[config.mk]
export PLATFORM = sky130hd
export DESIGN_NAME = tree_merge_arb
export DESIGN_NICKNAME = d
export VERILOG_FILES = /design/src/rtl/tree_merge_arb.sv
export SDC_FILE = /design/constraint.sdc
export NUM_CORES = 1
export LEC_CHECK = 0
export CAP_MARGIN = 20
export CORE_UTILIZATION = 44
export CTS_CLUSTER_DIAMETER = 30
export DETAILED_ROUTE_END_ITERATION = 16
export PLACE_DENSITY_LB_ADDON = 0.3
export SLEW_MARGIN = 20
export SYNTH_ARGS = -nofsm -noshare
export SYNTH_HDL_FRONTEND = slang
export SYNTH_SLANG_ARGS = --single-unit
[constraint.sdc]
create_clock -name clk -period 3.96 [get_ports clk]
set_input_delay 0.792 -clock clk [delete_from_list [all_inputs] [get_ports clk]]
set_output_delay 0.792 -clock clk [all_outputs]
set_load 0.005 [all_outputs]
[src/rtl/tree_merge_arb.sv]
// Two-input merge node: picks one of two packet streams into a single
// output register, alternating on contention, and counts grants per port.
module tree_merge_arb #(
  parameter int AddressWidth = 2,
  parameter int DataWidth    = 32,
  parameter int TotalWidth   = 35
) (
  input  logic                  clk,
  input  logic                  rst,
  input  logic [TotalWidth-1:0] i_data_l,
  input  logic                  i_data_valid_l,
  output logic                  o_data_ready_l,
  input  logic [TotalWidth-1:0] i_data_r,
  input  logic                  i_data_valid_r,
  output logic                  o_data_ready_r,
  output logic [TotalWidth-1:0] o_data,
  output logic                  o_data_valid,
  input  logic                  i_data_ready,
  output logic [15:0]           o_grant_cnt_l,
  output logic [15:0]           o_grant_cnt_r
);

  if (TotalWidth < AddressWidth + DataWidth) begin : g_width_chk
    $error("TotalWidth too small for address and data fields");
  end

  typedef enum logic {
    EMPTY = 1'b0,
    FULL  = 1'b1
  } state_t;

  state_t                r_state;
  state_t                w_state_nxt;
  logic [TotalWidth-1:0] r_data;
  logic                  r_last_r;
  logic [15:0]           r_cnt_l;
  logic [15:0]           r_cnt_r;

  logic w_slot_free;
  logic w_win_l;
  logic w_win_r;
  logic w_rdy_l;
  logic w_rdy_r;
  logic w_accept;

  // Arbitration and handshake: tie goes to the port not granted last
  always_comb begin
    w_slot_free = (r_state == EMPTY) | i_data_ready;
    w_win_l = i_data_valid_l & (~i_data_valid_r | r_last_r);
    w_win_r = i_data_valid_r & (~i_data_valid_l | ~r_last_r);
    w_rdy_l = w_slot_free & w_win_l & ~rst;
    w_rdy_r = w_slot_free & w_win_r & ~rst;
    w_accept = w_rdy_l | w_rdy_r;
  end

  // Next state of the output slot
  always_comb begin
    w_state_nxt = r_state;
    unique case (r_state)
      EMPTY: begin
        if (w_accept) w_state_nxt = FULL;
      end
      FULL: begin
        if (w_accept) w_state_nxt = FULL;
        else if (i_data_ready) w_state_nxt = EMPTY;
      end
      default: w_state_nxt = EMPTY;
    endcase
  end

  // Output slot state register
  always_ff @(posedge clk) begin
    if (rst) r_state <= EMPTY;
    else     r_state <= w_state_nxt;
  end

  // Capture winner packet, remember the grant and count it
  always_ff @(posedge clk) begin
    if (rst) begin
      r_data   <= '0;
      r_last_r <= 1'b1;
      r_cnt_l  <= '0;
      r_cnt_r  <= '0;
    end else if (w_accept) begin
      r_data   <= w_rdy_l ? i_data_l : i_data_r;
      r_last_r <= w_rdy_r;
      if (w_rdy_l) r_cnt_l <= r_cnt_l + 16'd1;
      if (w_rdy_r) r_cnt_r <= r_cnt_r + 16'd1;
    end
  end

  assign o_data_ready_l = w_rdy_l;
  assign o_data_ready_r = w_rdy_r;
  assign o_data         = r_data;
  assign o_data_valid   = (r_state == FULL);
  assign o_grant_cnt_l  = r_cnt_l;
  assign o_grant_cnt_r  = r_cnt_r;

endmodule

==> summary.txt, run 1 <==
Outcome
  • Status: finished clean

GRT
  • Total GRT Usage: 0.228
  • Largest net degree at the start of global routing: 103
  • First-pass GRT wire length: 13.6 mm
  • Number of global-route vias before repair: approximately 3000
  • Initial antenna violation count: 0
  • Global route overflow: 0

Power and ir drop
  • Switching Share: 0.229
  • Overall Power: approximately 1600 uW
  • Sw Pwr: 377 uW
  • Int Power: 1270 uW
  • Clock Power Share: 0.395
  • Sequential Power Share: 0.455
  • P per Cell Area: 346 nW/um2
  • P_leak: about 0.0016 uW
  • Peak supply drop: between 200 and 250 uV
  • Combinational power share: 0.150

Yosys
  • Post-synth top area share: 0.450
  • Yosys Warn Count: 0
  • Most common cell in the netlist: nand2_1
  • EDFF count, synth: 0
  • Area of the mapped netlist: 3070 um2
  • Seq cells post-synth: 69
  • Cells after Synth: 379
  • Post-synthesis sequential area ratio: 0.450
  • Post-Syn Nets: between 400 and 500
  • Top post-synthesis cells by area: dfxtp_1 (45%), nand2_1 (10%), a311oi_1 (10%)
  • Average cell area after synthesis: 8.09 um2
  • Dominant synthesized flop cell: dfxtp_1
  • Cell taking the most area after synthesis: dfxtp_1
  • Post-synth ARST share: 0
  • Post-synth top cells: nand2_1 (83), dfxtp_1 (69), nor2_1 (46), a311oi_1 (35), clkbuf_1 (19)
  • Distinct cell type count after synthesis: 35

Place
  • Post-DP HPWL: 5.58 mm
  • Buffers on Ports: 144
  • Placer Congestion: 0.753

Worst setup path
  • CP Cell Sequence: clkdlybuf4s50_1, a21bo_2, or3_1, inv_2, clkdlybuf4s50_1
  • CP required: 3.17 ns
  • Worst setup EP type: output pin
  • Critical path arrival: roughly 2.5 ns
  • Crit start category: primary input
  • Most used cell, CP: clkdlybuf4s50_1
  • CP Max Fanout: 4
  • Crit-path max cell delay: around 0.49 ns
  • Slowest CP cell: clkdlybuf4s50_1
  • Crit path kind: primary input to output pin

Route
  • Routed WL per cell: approximately 14 um
  • Antenna-violating nets left: 0
  • Vias: about 3300
  • DRC violation total after the first TritonRoute iteration: 140
  • WL final: 8.39 mm
  • DRC errors left: 0
  • First drt pass iteration count: 4
  • Drt via density: 5.52

Clock tree
  • Clock Tree Buf Depth: 2
  • Root Buffer Master: clkbuf_8
  • Post-CTS setup buffer count: 0
  • Clk Latency, worst-skew pair: 0.33 ns
  • Post_cts resized: 0
  • Clock tree from TritonCTS: yes
  • H-tree Lvls: 3
  • Hold-fix buffers at CTS: 0
  • CTS Buf Count: 9
  • Sink Count: 69
  • CTS clk-pin slew, worst paths: ~0.070 ns

Die
  • Die area: 7310 um2
  • Num rows: 30
  • CORE AREA: just under 7000 um2
  • Die height: between 80 and 90 um
  • Die Span X: 85.5 um
  • Initial Utilization: 0.454
  • Top-Level Pins: approximately 150

Finish
  • Area delta synth->final: 55.1%
  • N_diodes: 0
  • Share of cells above drive strength 1: 0.0506
  • Fin nets: 586
  • FILL cells: 571

Flow run
  • Max_cap viols: 0

STA
  • Worst hold margin: 0.478 ns
  • FMAX: 0.309 GHz
  • Max-slew headroom: 0.370
  • Total negative slack: 0 ns
  • Clk_skew: 0.00539 ns
  • Final period util: 0.818
  • Final Hold Vio Count: 0
  • Finish-stage setup viols: 0
  • RSZ-0062 raised after global routing: no
  • Crit path time final: 3.24 ns
  • Final Slew Violations: 0
  • Slew @ Worst Pin: 0.944 ns

Worst hold path
  • Min-delay worst type: flop to flop
## sequential cells by signal, indices dropped and copies added (netlist names)
register and cells:
o_data 35, o_grant_cnt_l 16, r_last_r 1, o_grant_cnt_r 16
o_data_valid 1
## layout make-up
cell class,count,area (um2),area share
Sequential cell,69,1380,0.290
Clock inverter,3,67.6,0.0142
Inverter,8,30.0,0.00631
Clock buffer,13,159,0.0334
Tap cell,80,100,0.0210
Timing Repair Buffer,148,1470,0.308
Multi-Input combinational cell,273,1550,0.326
## worst paths after layout
kind	from	endpoint	slack, ns	cells past startpoint
max	i_data_valid_l	o_data_ready_r	0.72	5
min reg2reg	o_data[34]	o_data[34]	0.48	2
max reg2reg	r_last_r	o_grant_cnt_r[14]	1.93	5
min	o_data[34]	o_data[34]	0.48	2
## worst max-delay path, delay by kind of cell
kind / cells / cell delay [ns]
buf+inv: 3 / 1.05
simple gates: 1 / 0.34
compound gates: 1 / 0.27
## power by group through the flow
stage | Clock (uW) | Sequential, uW | Combinational (uW)
after floorplan | 0 | 765 | 82.7
after global placement | 0 | 762 | 241
after detailed placement | 0 | 764 | 245
after CTS | 663 | 748 | 247
after global routing | 697 | 753 | 267
final | 650 | 749 | 246
## cells in the final DEF (no fill, tap or decap), types with 3 or more instances in the layout
| cell type | Yosys | final |
|---|---|---|
| and4_1 | 3 | 3 |
| or4_1 | 7 | 7 |
| nand3_1 | 14 | 14 |
| nor2_1 | 46 | 46 |
| clkdlybuf4s50_1 | 0 | 143 |
| o31ai_1 | 7 | 7 |
| mux2_2 | 3 | 3 |
| clkbuf_8 | 0 | 11 |
| o41ai_1 | 4 | 4 |
| a21oi_1 | 16 | 16 |
| o311ai_0 | 4 | 4 |
| o21ai_0 | 9 | 9 |
| nand4_1 | 7 | 7 |
| dfxtp_1 | 69 | 69 |
| a311oi_1 | 35 | 35 |
| nand2_1 | 83 | 83 |
| buf_4 | 0 | 4 |
| inv_1 | 7 | 7 |
| or3_1 | 10 | 10 |
| xor2_1 | 3 | 3 |
| nor4_1 | 5 | 5 |
| nor2b_1 | 3 | 3 |
## metal layers
| metal | global-route usage | wire length [um] | vias up | part of all wire |
|---|---|---|---|---|
| met5 | 0 | 0 | - | 0 |
| met4 | 0.0894 | 157 | 0 | 0.019 |
| met3 | 0.0558 | 516 | 14 | 0.062 |
| met2 | 0.399 | 4020 | 107 | 0.48 |
| met1 | 0.270 | 3690 | 1526 | 0.44 |
| li1 | - | - | 1630 | - |
## logic make-up (layout without fill, tap and decap cells)
kind of cell    Yosys count  in the layout  synth area share
flops                    69             69             0.450
buf+inv                  37            172            0.0493
compound gates           79             79             0.192
mux                       5              5            0.0175
xor+xnor                  5              5            0.0143
fa+ha+maj                 2              2           0.00816
simple gates            182            182             0.268
## per-stage QoR
| stage | setup slack [ns] | utilization | area [um2] | cells |
|---|---|---|---|---|
| floorplan | 1.48 | - | 3070 | 379 |
| global placement | 0.730 | 0.671 | 4530 | 578 |
| detailed placement | 0.726 | 0.671 | 4530 | 578 |
| CTS | 0.712 | 0.704 | 4760 | 594 |
| global route | 0.665 | 0.704 | 4760 | 594 |
| finish | 0.719 | 0.704 | 4760 | 594 |
No activity file was read; power rests on OpenSTA's default activity.
==> run 2, diff against run 1 <==
CORE_UTILIZATION = 41   (was 44)
clock period = 3.02 ns   (was 3.96 ns; I/O delays follow)
==> summary.txt, run 2 (same netlist as run 1, synthesis figures left out) <==
Clock tree
  • CTS Buf Count: 9 (unchanged)
  • H-tree Lvls: 3 (unchanged)
  • Root Buffer Master: clkbuf_8
  • Hold-fix buffers at CTS: 0 (unchanged)
  • Clk Latency, worst-skew pair: 0.34 ns (about the same)
  • Post_cts resized: 0 (unchanged)
  • Post-CTS setup buffer count: 0 (unchanged)
  • Sink Count: 69 (unchanged)
  • Clock Tree Buf Depth: 2 (unchanged)
  • CTS clk-pin slew, worst paths: 0.08 ns (about the same)
  • Clock tree from TritonCTS: yes

Route
  • WL final: 8.62 mm (+2.8%)
  • Routed WL per cell: 14.0 um (-1.1%)
  • DRC violation total after the first TritonRoute iteration: 153 (+9.3%)
  • Vias: 3353 (+2.3%)
  • First drt pass iteration count: 4 (unchanged)
  • Antenna-violating nets left: 0 (unchanged)
  • DRC errors left: 0 (unchanged)
  • Drt via density: 5.43 (-1.5%)

Die
  • CORE AREA: 7250 um2 (+7.4%)
  • Die area: 7830 um2 (+7.2%)
  • Top-Level Pins: 145 (unchanged)
  • Die height: 88.5 um (+3.5%)
  • Die Span X: 88.5 um (+3.5%)
  • Initial Utilization: 0.423 (-0.0311)
  • Num rows: 31 (+3.3%)

GRT
  • Global route overflow: 0 (unchanged)
  • First-pass GRT wire length: 13.9 mm (+2.8%)
  • Total GRT Usage: 0.228 (-0.000237)
  • Initial antenna violation count: 0 (unchanged)
  • Largest net degree at the start of global routing: 73 (-29%)
  • Number of global-route vias before repair: 3086 (+3.3%)

Finish
  • Commonest non-fill, non-tap cell in the layout: clkdlybuf4s50_1
  • Commonest non-fill, non-tap cells in the layout: clkdlybuf4s50_1 (143), nand2_1 (83), dfxtp_1 (69)
  • Share of cells above drive strength 1: 0.0618 (+0.0112)
  • Max FFs per register: 35 (unchanged)
  • Area delta synth->final: 55.6%
  • Fin util: 0.658 (-0.0458)
  • N_diodes: 0 (unchanged)
  • Fin nets: 590 (+0.68%)

Outcome
  • Status: finished clean

Worst setup path
  • Crit path kind: primary input to output pin
  • Worst setup EP type: output pin
  • Critical path arrival: 2.31 ns (-0.14 ns)
  • CP required: 2.42 ns (-0.75 ns)
  • CP Max Fanout: 4 (unchanged)
  • Crit start category: primary input

Worst hold path
  • Min-delay worst type: flop to flop

STA
  • Final Slew Violations: 0 (unchanged)
  • Final Hold Vio Count: 0 (unchanged)
  • Slew @ Worst Pin: 0.658 ns (-0.287 ns)
  • FMAX: between 0.3 and 0.4 GHz
  • Final period util: 0.965
  • Max-slew headroom: 0.561 (+0.191)
  • Worst hold margin: 0.480 ns (+0.00191 ns)
  • Crit path time final: 2.91 ns
  • Total negative slack: 0 ns (unchanged)
  • Finish-stage setup viols: 0 (unchanged)
  • RSZ-0062 raised after global routing: no
  • Clk_skew: 0.00912 ns (+0.00374 ns)

Place
  • Buffers on Ports: 144 (unchanged)
  • Placer Congestion: 0.788 (+4.7%)
  • Post-DP HPWL: 6.08 mm (+9.0%)

Power and ir drop
  • Peak supply drop: 272 uV (+25%)
  • P_leak: 0.00164 uW (+0.47%)
  • P per Cell Area: 425 nW/um2 (+23%)

Flow run
  • Max_cap viols: 0 (unchanged)
[run 2: cell types whose count changed in the layout (fill, tap and decap cells not counted), sizes merged]
cell / change
clkbuf: -4
buf: +4
clkinv: +5
bufinv: -1
[run 2: path summary, 6_finish.rpt]
check,start,endpoint,slack [ns],cells after the start
setup / recovery,i_data_valid_r,o_data_ready_r,0.11,5
setup reg to reg,r_last_r,o_grant_cnt_r[14],0.94,5
hold / removal,o_data[3],o_data[3],0.48,2
hold reg to reg,o_data[3],o_data[3],0.48,2
[run 2: cell type report]
cell class,instances,area [um2]
fillers,615,2480
multi-input cells,273,1550
repair buffers,152,1500
flip-flops and latches,69,1380
clock buffers,9,124
well taps,99,124
clock inverters,7,66.3
inverters,8,30.0
[run 2: through the flow]
stage	setup WS [ns]	power (uW)	cell area, um2	cells
floorplan	0.919	1110	3070	379
global placement	0.110	1330	4580	601
detailed placement	0.118	1330	4580	601
CTS	0.108	2050	4770	617
global route	0.0574	2140	4770	617
finish	0.107	2030	4770	617
[run 2: worst max-delay path, stage by stage]
cell and delay, ns:
clkdlybuf4s50_1 0.49, a21bo_2 0.26, or3_1 0.36, inv_2 0.10
clkdlybuf4s50_1 0.50
[run 2: report_power, final]
part	switching [uW]	internal [uW]
logic	128	200
clock network	345	377
registers	26.5	955
total	500	1530
[run 2: metal layers]
metal | global-route usage | wire [um] | part of all wire | vias up
met4 | 0.0953 | 146 | 0.017 | 0
met5 | 0 | 0 | 0 | -
li1 | - | - | - | 1644
met2 | 0.371 | 4160 | 0.48 | 107
met3 | 0.0765 | 621 | 0.072 | 13
met1 | 0.276 | 3690 | 0.43 | 1589
==> run 3, diff against run 2 <==
CTS_CLUSTER_SIZE = 25   (was unset)
==> results of run 3 <==
The final DEF is identical to that of run 2; final timing and power are the same.
==> RTL change, RTL diff (config.mk and constraints of run 2) <==
Put one more register stage on the output `o_grant_cnt_r`, cleared by the reset. The value now appears one clock later. The other outputs are not delayed to match.
--- a/src/rtl/tree_merge_arb.sv
+++ b/src/rtl/tree_merge_arb.sv
@@ -94,7 +94,13 @@
   assign o_data         = r_data;
   assign o_data_valid   = (r_state == FULL);
   assign o_grant_cnt_l  = r_cnt_l;
-  assign o_grant_cnt_r  = r_cnt_r;
+  always_ff @(posedge clk) begin
+    if (rst) begin
+      o_grant_cnt_r <= '0;
+    end else begin
+      o_grant_cnt_r <= r_cnt_r;
+    end
+  end
 
 endmodule
 
Formal check against the unedited RTL: not equivalent (Yosys sat finds a counterexample within 4 cycles, from zero or initial values and one cycle with rst high).
==> RTL change against run 2 <==
- via count grew 2.4%
- clock power increased by 8.2%
- area after synthesis rose by 14%
- total power increased by 13%
- global-route usage is 1.6 points lower
- largest power group unchanged
- sequential power up 21%
- design area rose by 8.2%
- non-clock buffer count fell by 2
- sequential share of layout area grew 4.0 points
- setup slack worse by 0.017 ns
- routed wire length rose by 8.4%
- sequential cell count up 16
==> RTL change: results <==
group,metric,value,unit
finish,largest_register_ffs,35,
synthesis,synth_warnings,0,
placed_design,place_inst,631,
route,wl_per_cell,14.45,um
synthesis,synthTopCellsByCount,"dfxtp_1 (85), nand2_1 (80), nor2_1 (56), a311oi_1 (35)",
synthesis,synthTopCellsByArea,"dfxtp_1 (49%), a311oi_1 (8.8%), nand2_1 (8.6%), nor2_1 (6.0%), mux2_2 (3.2%)",
placed_design,gp_congestion,0.8338,
timing,skew,0.005027,ns
synthesis,syn_nets,481,
synthesis,synth.distinct_cells,40,
route,drtIter0Drc,121,
run_status,run_status,"finished, final reports clean",
clock_network,root_buffer,"clkbuf_8",
power_and_ir_drop,p_leak,0.001824,uW
placed_design,post-place-ws,0.1151,ns
worst_setup_path,cp.arrival,2.33,ns
route,wirelength,9348,um
synthesis,seq_area_frac_synth,0.4866,
route,vias,3435,
finish,drive_above_1_share,0.06642,
finish,final_nets,614,
global_route,grt_pass1_wl,14800,um
placed_design,post-dp-hpwl,6530,um
worst_setup_path,critical_path.max_fanout,3,
placed_design,place_area,4976,sq um
timing,slew_headroom,0.5253,
global_route,grt_start_max_net_pins,75,
synthesis,syn_inst,404,
global_route,grt_pass1_vias,3167,
power_and_ir_drop,irDropWorstVdd,0.0002314,V
==> RTL change: changes by cell type in the layout (fill, tap and decap cells not counted), moves of 5 or more <==
cell	change
a21oi_1	-5
dfxtp_1	+16
mux2_2	+7
nor2_1	+10
nor2b_1	+11
==> RTL change: per-layer routing <==
metal | wire [um] | track usage
met5 | 0 | 0
met3 | 768 | 0.06844
met1 | 3910 | 0.2478
met4 | 206 | 0.08590
met2 | 4462 | 0.3563
==> RTL change: cell type report <==
| class | instances | area (sq um) |
|---|---|---|
| Clock inverter | 6 | 63.81 |
| Clock buffer | 10 | 127.6 |
| Fill cell | 710 | 3049 |
| Sequential cell | 85 | 1702 |
| Multi-Input combinational cell | 283 | 1630 |
| Timing Repair Buffer | 150 | 1481 |
| Tap cell | 105 | 131.4 |
| Inverter | 8 | 31.28 |
==> RTL change: worst paths after layout <==
| check | startpoint | to | slack, ns | cells past startpoint |
|---|---|---|---|---|
| max | i_data_valid_r | o_data_ready_r | 0.09 | 5 |
| min | r_cnt_r[10]$_SDFFE_PP0P_ | o_grant_cnt_r[10]$_SDFF_PP0_ | 0.48 | 2 |
| max reg2reg | r_last_r$_SDFFE_PP1P_ | r_cnt_r[12]$_SDFFE_PP0P_ | 0.95 | 6 |
| min reg2reg | r_cnt_r[10]$_SDFFE_PP0P_ | o_grant_cnt_r[10]$_SDFF_PP0_ | 0.48 | 2 |
==> RTL change: worst max-delay path, stage by stage <==
cell,delay (ns)
clkdlybuf4s50_1,0.50
a21bo_1,0.25
or3_1,0.36
clkinv_2,0.07
clkdlybuf4s50_1,0.55
==> RTL change: cells by family (layout without fill, tap and decap cells) <==
family | after synthesis | count (layout) | synth area share
simple gates | 198 | 198 | 0.2630
mux | 10 | 10 | 0.03220
flops | 85 | 85 | 0.4866
buf+inv | 36 | 174 | 0.04723
compound gates | 66 | 66 | 0.1463
fa+ha+maj | 2 | 2 | 0.007154
xor+xnor | 7 | 7 | 0.01753
==> RTL change: report_power, final <==
part | internal, uW | total, uW | switching [uW]
combinational | 199 | 328 | 129
clock | 381 | 781 | 400
sequential | 1170 | 1190 | 26.2
==> RTL change: metrics by stage <==
stage | hold WS (ns) | util | power (uW)
after global routing | 0.5041 | 0.6289 | 2405
after detailed placement | 0.4655 | 0.6056 | 1546
after CTS | 0.4783 | 0.6289 | 2322
after global placement | 0.4542 | 0.6056 | 1539
final | 0.4767 | 0.6289 | 2301
after floorplan | 0.4305 | - | 1333
